===== src/rtl/cache_arbiter_if.sv =====
// rtl/cache_arbiter_if.sv - I-cache, D-cache and cacheline-adaptor signals of the cache arbiter
interface cache_arbiter_if;
  logic [31:0]  i_address;
  logic         i_read;
  logic [255:0] i_rdata;
  logic         i_resp;

  logic [31:0]  d_address;
  logic         d_read;
  logic         d_write;
  logic [255:0] d_wdata;
  logic [255:0] d_rdata;
  logic         d_resp;

  logic [31:0]  adpt_address;
  logic         adpt_read;
  logic         adpt_write;
  logic [255:0] adpt_wdata;
  logic [255:0] adpt_rdata;
  logic         adpt_resp;

  modport slave (
    input  i_address, i_read, d_address, d_read, d_write, d_wdata, adpt_rdata, adpt_resp,
    output i_rdata, i_resp, d_rdata, d_resp, adpt_address, adpt_read, adpt_write, adpt_wdata
  );

  modport master (
    output i_address, i_read, d_address, d_read, d_write, d_wdata, adpt_rdata, adpt_resp,
    input  i_rdata, i_resp, d_rdata, d_resp, adpt_address, adpt_read, adpt_write, adpt_wdata
  );
endinterface


===== src/rtl/cache_arbiter.sv =====
// rtl/cache_arbiter.sv - round-robin arbiter sharing one cacheline adaptor between I-cache and D-cache
module cache_arbiter (
  input  logic           clk,
  input  logic           reset_n,
  cache_arbiter_if.slave bus
);

  typedef enum logic [1:0] {
    IDLE    = 2'd0,
    SERVE_I = 2'd1,
    SERVE_D = 2'd2,
    RELEASE = 2'd3
  } state_e;

  state_e state_q, state_d;
  logic   last_grant_q, last_grant_d;  // 0 = I-cache served last, 1 = D-cache

  logic         i_pend, d_pend;
  logic         a_read, a_write, i_resp, d_resp;
  logic [31:0]  a_address;
  logic [255:0] a_wdata;

  assign i_pend = bus.i_read;
  assign d_pend = bus.d_read | bus.d_write;

  always_ff @(posedge clk or negedge reset_n) begin
    if (!reset_n) begin
      state_q      <= IDLE;
      last_grant_q <= 1'b1;
    end else begin
      state_q      <= state_d;
      last_grant_q <= last_grant_d;
    end
  end

  // Downstream strobes come only from the registered state; resp is a combinational pass-through.
  always_comb begin
    state_d      = state_q;
    last_grant_d = last_grant_q;
    a_read       = 1'b0;
    a_write      = 1'b0;
    a_address    = 32'd0;
    a_wdata      = 256'd0;
    i_resp       = 1'b0;
    d_resp       = 1'b0;
    case (state_q)
      IDLE: begin
        if (i_pend && d_pend) begin
          state_d = last_grant_q ? SERVE_I : SERVE_D;
        end else if (i_pend) begin
          state_d = SERVE_I;
        end else if (d_pend) begin
          state_d = SERVE_D;
        end
      end
      SERVE_I: begin
        a_read    = 1'b1;
        a_address = bus.i_address;
        if (bus.adpt_resp) begin
          i_resp       = 1'b1;
          last_grant_d = 1'b0;
          state_d      = RELEASE;
        end
      end
      SERVE_D: begin
        a_address = bus.d_address;
        a_wdata   = bus.d_wdata;
        a_write   = bus.d_write;
        a_read    = bus.d_read & ~bus.d_write;  // write-back wins an illegal read+write
        if (bus.adpt_resp) begin
          d_resp       = 1'b1;
          last_grant_d = 1'b1;
          state_d      = RELEASE;
        end
      end
      default: begin
        state_d = IDLE;
      end
    endcase
  end

  assign bus.adpt_read    = a_read;
  assign bus.adpt_write   = a_write;
  assign bus.adpt_address = a_address;
  assign bus.adpt_wdata   = a_wdata;
  assign bus.i_resp       = i_resp;
  assign bus.d_resp       = d_resp;
  assign bus.i_rdata      = bus.adpt_rdata;
  assign bus.d_rdata      = bus.adpt_rdata;

endmodule


===== src/flat_wrapper.sv =====
// flat-port wrapper written by rule: the top's interface ports become plain ports
module cache_arbiter_flat 
  (clk, reset_n, bus_i_address, bus_i_read, bus_d_address, bus_d_read, bus_d_write, bus_d_wdata, bus_adpt_rdata, bus_adpt_resp, bus_i_rdata, bus_i_resp, bus_d_rdata, bus_d_resp, bus_adpt_address, bus_adpt_read, bus_adpt_write, bus_adpt_wdata);
  cache_arbiter_if bus_i ();
  input  logic clk;
  input  logic reset_n;
  input wire logic [$bits(bus_i.i_address)-1:0] bus_i_address;
  input wire logic [$bits(bus_i.i_read)-1:0] bus_i_read;
  input wire logic [$bits(bus_i.d_address)-1:0] bus_d_address;
  input wire logic [$bits(bus_i.d_read)-1:0] bus_d_read;
  input wire logic [$bits(bus_i.d_write)-1:0] bus_d_write;
  input wire logic [$bits(bus_i.d_wdata)-1:0] bus_d_wdata;
  input wire logic [$bits(bus_i.adpt_rdata)-1:0] bus_adpt_rdata;
  input wire logic [$bits(bus_i.adpt_resp)-1:0] bus_adpt_resp;
  output wire logic [$bits(bus_i.i_rdata)-1:0] bus_i_rdata;
  output wire logic [$bits(bus_i.i_resp)-1:0] bus_i_resp;
  output wire logic [$bits(bus_i.d_rdata)-1:0] bus_d_rdata;
  output wire logic [$bits(bus_i.d_resp)-1:0] bus_d_resp;
  output wire logic [$bits(bus_i.adpt_address)-1:0] bus_adpt_address;
  output wire logic [$bits(bus_i.adpt_read)-1:0] bus_adpt_read;
  output wire logic [$bits(bus_i.adpt_write)-1:0] bus_adpt_write;
  output wire logic [$bits(bus_i.adpt_wdata)-1:0] bus_adpt_wdata;
  assign bus_i.i_address = bus_i_address;
  assign bus_i.i_read = bus_i_read;
  assign bus_i.d_address = bus_d_address;
  assign bus_i.d_read = bus_d_read;
  assign bus_i.d_write = bus_d_write;
  assign bus_i.d_wdata = bus_d_wdata;
  assign bus_i.adpt_rdata = bus_adpt_rdata;
  assign bus_i.adpt_resp = bus_adpt_resp;
  assign bus_i_rdata = bus_i.i_rdata;
  assign bus_i_resp = bus_i.i_resp;
  assign bus_d_rdata = bus_i.d_rdata;
  assign bus_d_resp = bus_i.d_resp;
  assign bus_adpt_address = bus_i.adpt_address;
  assign bus_adpt_read = bus_i.adpt_read;
  assign bus_adpt_write = bus_i.adpt_write;
  assign bus_adpt_wdata = bus_i.adpt_wdata;
  cache_arbiter u_core (.clk(clk), .reset_n(reset_n), .bus(bus_i));
endmodule

===== config.mk =====
export PLATFORM = sky130hd
export DESIGN_NAME = cache_arbiter_flat
export DESIGN_NICKNAME = d
export VERILOG_FILES = /design/src/rtl/cache_arbiter_if.sv /design/src/rtl/cache_arbiter.sv /design/src/flat_wrapper.sv
export SDC_FILE = /design/constraint.sdc
export NUM_CORES = 1
export LEC_CHECK = 0
export BUFFER_PORTS_ARGS = -buffer_cell sky130_fd_sc_hd__buf_2
export CORE_AREA = 2 2 542 544
export DETAILED_ROUTE_END_ITERATION = 6
export DIE_AREA = 0 0 544 546
export GPL_TIMING_DRIVEN = 0
export SLEW_MARGIN = 20
export SYNTH_ARGS = -nofsm -noshare
export SYNTH_HDL_FRONTEND = slang
export SYNTH_SLANG_ARGS = --single-unit

===== constraint.sdc =====
create_clock -name clk -period 3.29 [get_ports clk]
set_input_delay 0.329 -clock clk [delete_from_list [all_inputs] [get_ports clk]]
set_output_delay 0.329 -clock clk [all_outputs]
set_load 0.005 [all_outputs]

==> impl_metrics.yaml <==
outcome:
  status: "complete, but fails checks"
  violations: "DRC"
timing:
  final_max_slew_viol_count: 0
  hold_viol: 0
  hold-worst-slack_ps: 428.6
  max_clock_freq_mhz: 305.0
  rsz0062_at_grt: "true"
  period_share_pct: 99.65
  setup_viol: 0
  tightest_slew_ps: 1258
  max_slew_margin_pct: 16.14
  finalClockSkew_ps: 0.3583
  finalCriticalPeriod_ps: 3278
  fin_tns_setup_ps: 0
  setup_slack_ps: 11.57
global_routing:
  grt.overflow.total: 0
  grtUsageTotal_pct: 12.77
  grt_pass1_vias: 10410
  grt_max_degree: 11
  grt_first_pass_wirelength_mm: 219.3
  grt_antenna_before_repair: 200
logic_synthesis:
  ys_ff_latch: 3
  syn_inst: 898
  synth_cell_types: 21
  synth_area_um2: 6305
  synthArstFlopShare_pct: 100.0
  yosys-top-cells-area: "buf_4, and2_1, a22oi_1, nor2b_1, clkbuf_1"
  synth-main-ff-cell: "dfrtp_1"
  syn-num-nets: 1484
  netlist.area_leader.share_pct: 60.96
  synth_largest_area_cell: "buf_4"
  synth_edf_count: 0
  seq_area_frac_synth_pct: 1.211
  ys_warn_count: 0
  syn_avg_cell_area_um2: 7.021
drt:
  wl_mm: 200.2
  drc_errors: 183
  viasPerCell: 1.995
  ant_nets: 0
  avgRoutedWirePerCell_um: 33.09
  vias: 12070
  drt-initial-drc-count: 966
  drt_first_pass_iters: 7
floorplanning:
  die_x_um: 544
  die_area_um2: 297000
  rows: 199
  initial_core_util_pct: 2.159
  core_um2: 292100
  die_h_um: 546
  ios: 1386
setup_path:
  crit_slowest_cell: "a22oi_1"
  cp_max_fo: 10
  crit_path_end_kind: "output pin"
  worstPathRequired_ps: 2960
  worstPathCellList: "inv_1, ha_1, buf_4, buf_2, a22oi_1, nor2b_1, buf_2"
  cp-start-kind: "flip-flop"
  critPathArrivalTime_ps: 2950
  cpPeakStageDelay_ps: 1010
  path_class: "reg -> out"
  cpMostUsedCell: "buf_2"
  path_buf_inv: 4
  cp_top_family: "compound AO/OA/AOI/OAI gates"
placed_design:
  io_buffer_count: 1129
  dp_slack_ps: -77.03
  dp.cells: 5952
  gp_congestion: 1.102
  hpwl_mm: 194.4
job:
  drv_cap: 0
cts:
  cts.clk_slew.worst_paths_ps: 30
  cts.sinks: 3
  htreeDepth: 1
  clockBufferDepth: 2
  cts_tree: "built"
  postCtsSetupRepairBufs: 0
  numCtsBuffers: 3
  insertion_delay_ps: 220
  clockRootBuffer: "clkbuf_16"
cells_and_area:
  nNetsFinal: 2625
  syn_to_final_growth_pct: 174.8
  final_util_pct: 5.932
  instances_no_fill: 6051
  drive_above_1_share_pct: 81.94
  final_common_cell: "buf_2"
  layout_common_cells: "buf_2, buf_4, and2_1"
power_and_ir_drop:
  p_leak_nw: 8.416
  power_density_nw_per_um2: 395.4
  comb_power_share_pct: 96.0
  clkPwrFrac_pct: 2.8
  irDropWorstVdd_mv: 0.4305
  p_int_mw: 2.600
  switchingPower_mw: 4.250
  seq_power_share_pct: 1.2
  swShare_pct: 62.04
min_path:
  hold_path_class: "in -> reg"
==> metrics by stage <==
step                      power [mW]  area [µm²]
final                          6.851       17320
after global routing           7.296       17190
after global placement         6.605       16860
after detailed placement       6.789       16970
after CTS                      7.033       17090
after floorplan                2.242        6305
==> path summary, 6_finish.rpt <==
| check | start | to | slack (ps) | depth (start not counted) |
|---|---|---|---|---|
| min in group asynchronous | reset_n | u_core.state_q[0]$_DFFE_PN0P_ | 440 | 2 |
| setup / recovery | u_core.state_q[0]$_DFFE_PN0P_ | bus_adpt_address[10] | 10 | 7 |
| setup reg to reg | u_core.state_q[0]$_DFFE_PN0P_ | u_core.last_grant_q$_DFFE_PN1P_ | 1080 | 7 |
| hold reg to reg | u_core.last_grant_q$_DFFE_PN1P_ | u_core.last_grant_q$_DFFE_PN1P_ | 510 | 2 |
| hold / removal | bus_adpt_resp | u_core.last_grant_q$_DFFE_PN1P_ | 430 | 3 |
| max in group asynchronous | reset_n | u_core.last_grant_q$_DFFE_PN1P_ | 2660 | 2 |
==> worst register-to-register path, cell delays in order, from the launching register on <==
cell      delay [ps]
dfrtp_1          420
inv_1            100
ha_1             370
buf_4            380
clkbuf_4         380
buf_16           190
and2_1           190
o21bai_1         110
==> power groups by stage <==
stage | Sequential [mW] | Clock [mW] | Combinational [mW]
finish | 0.0811 | 0.192 | 6.58
global route | 0.0827 | 0.199 | 7.01
CTS | 0.0794 | 0.195 | 6.76
detailed placement | 0.0791 | 0 | 6.71
global placement | 0.0777 | 0 | 6.53
floorplan | 0.0749 | 0 | 2.17
==> cells by family after synthesis <==
group                    Yosys count  synth area share (%)
AO/OA/AOI/OAI                     39                 4.743
adder cells (fa/ha/maj)            4                0.7938
buffers and inverters            554                 63.58
flip-flops                         3                 1.211
AND/OR/NAND/NOR                  298                 29.67
==> synth_stat cells (2+ instances only) <==
library cell	n
a22oi_1	32
ha_1	4
dfrtp_1	2
nor2b_1	34
buf_4	512
a22o_1	2
buf_2	6
and2_1	258
clkbuf_1	33
o21bai_1	2
inv_1	3
==> layout make-up <==
cell class / instances / area (µm²)
antenna: 94 / 235.2
buffer: 551 / 4010
clock buffer: 4 / 78.83
fill: 34730 / 274700
inverter: 3 / 11.26
multi-input combinational: 341 / 2240
sequential: 3 / 76.32
tap: 3919 / 4903
timing repair buffer: 1136 / 5769
==> per-layer routing <==
layer | routed length (µm) | part of all wire (%) | vias up | track usage [%]
met3 | 44950 | 22 | 470 | 13.19
met5 | 1168 | 0.58 | - | 0.6331
met4 | 7824 | 3.9 | 162 | 4.012
met1 | 63140 | 32 | 5268 | 11.55
met2 | 83150 | 42 | 1525 | 19.17
li1 | - | - | 4649 | -
==> sequential cells by signal (all words and copies together), names as in the netlist <==
signal / flops
u_core.state_q: 2
u_core.last_grant_q: 1
==> timing repair <==
| item | in CTS | in global routing |
|---|---|---|
| gates resized for setup | 8 | 0 |
| hold endpoints to repair | 2 | 0 |
| hold buffers | 1 | 0 |
| setup endpoints to repair | 26 | 2 |
| cloned | 0 | 0 |
Note: power is estimated with default switching activity, not from simulation.
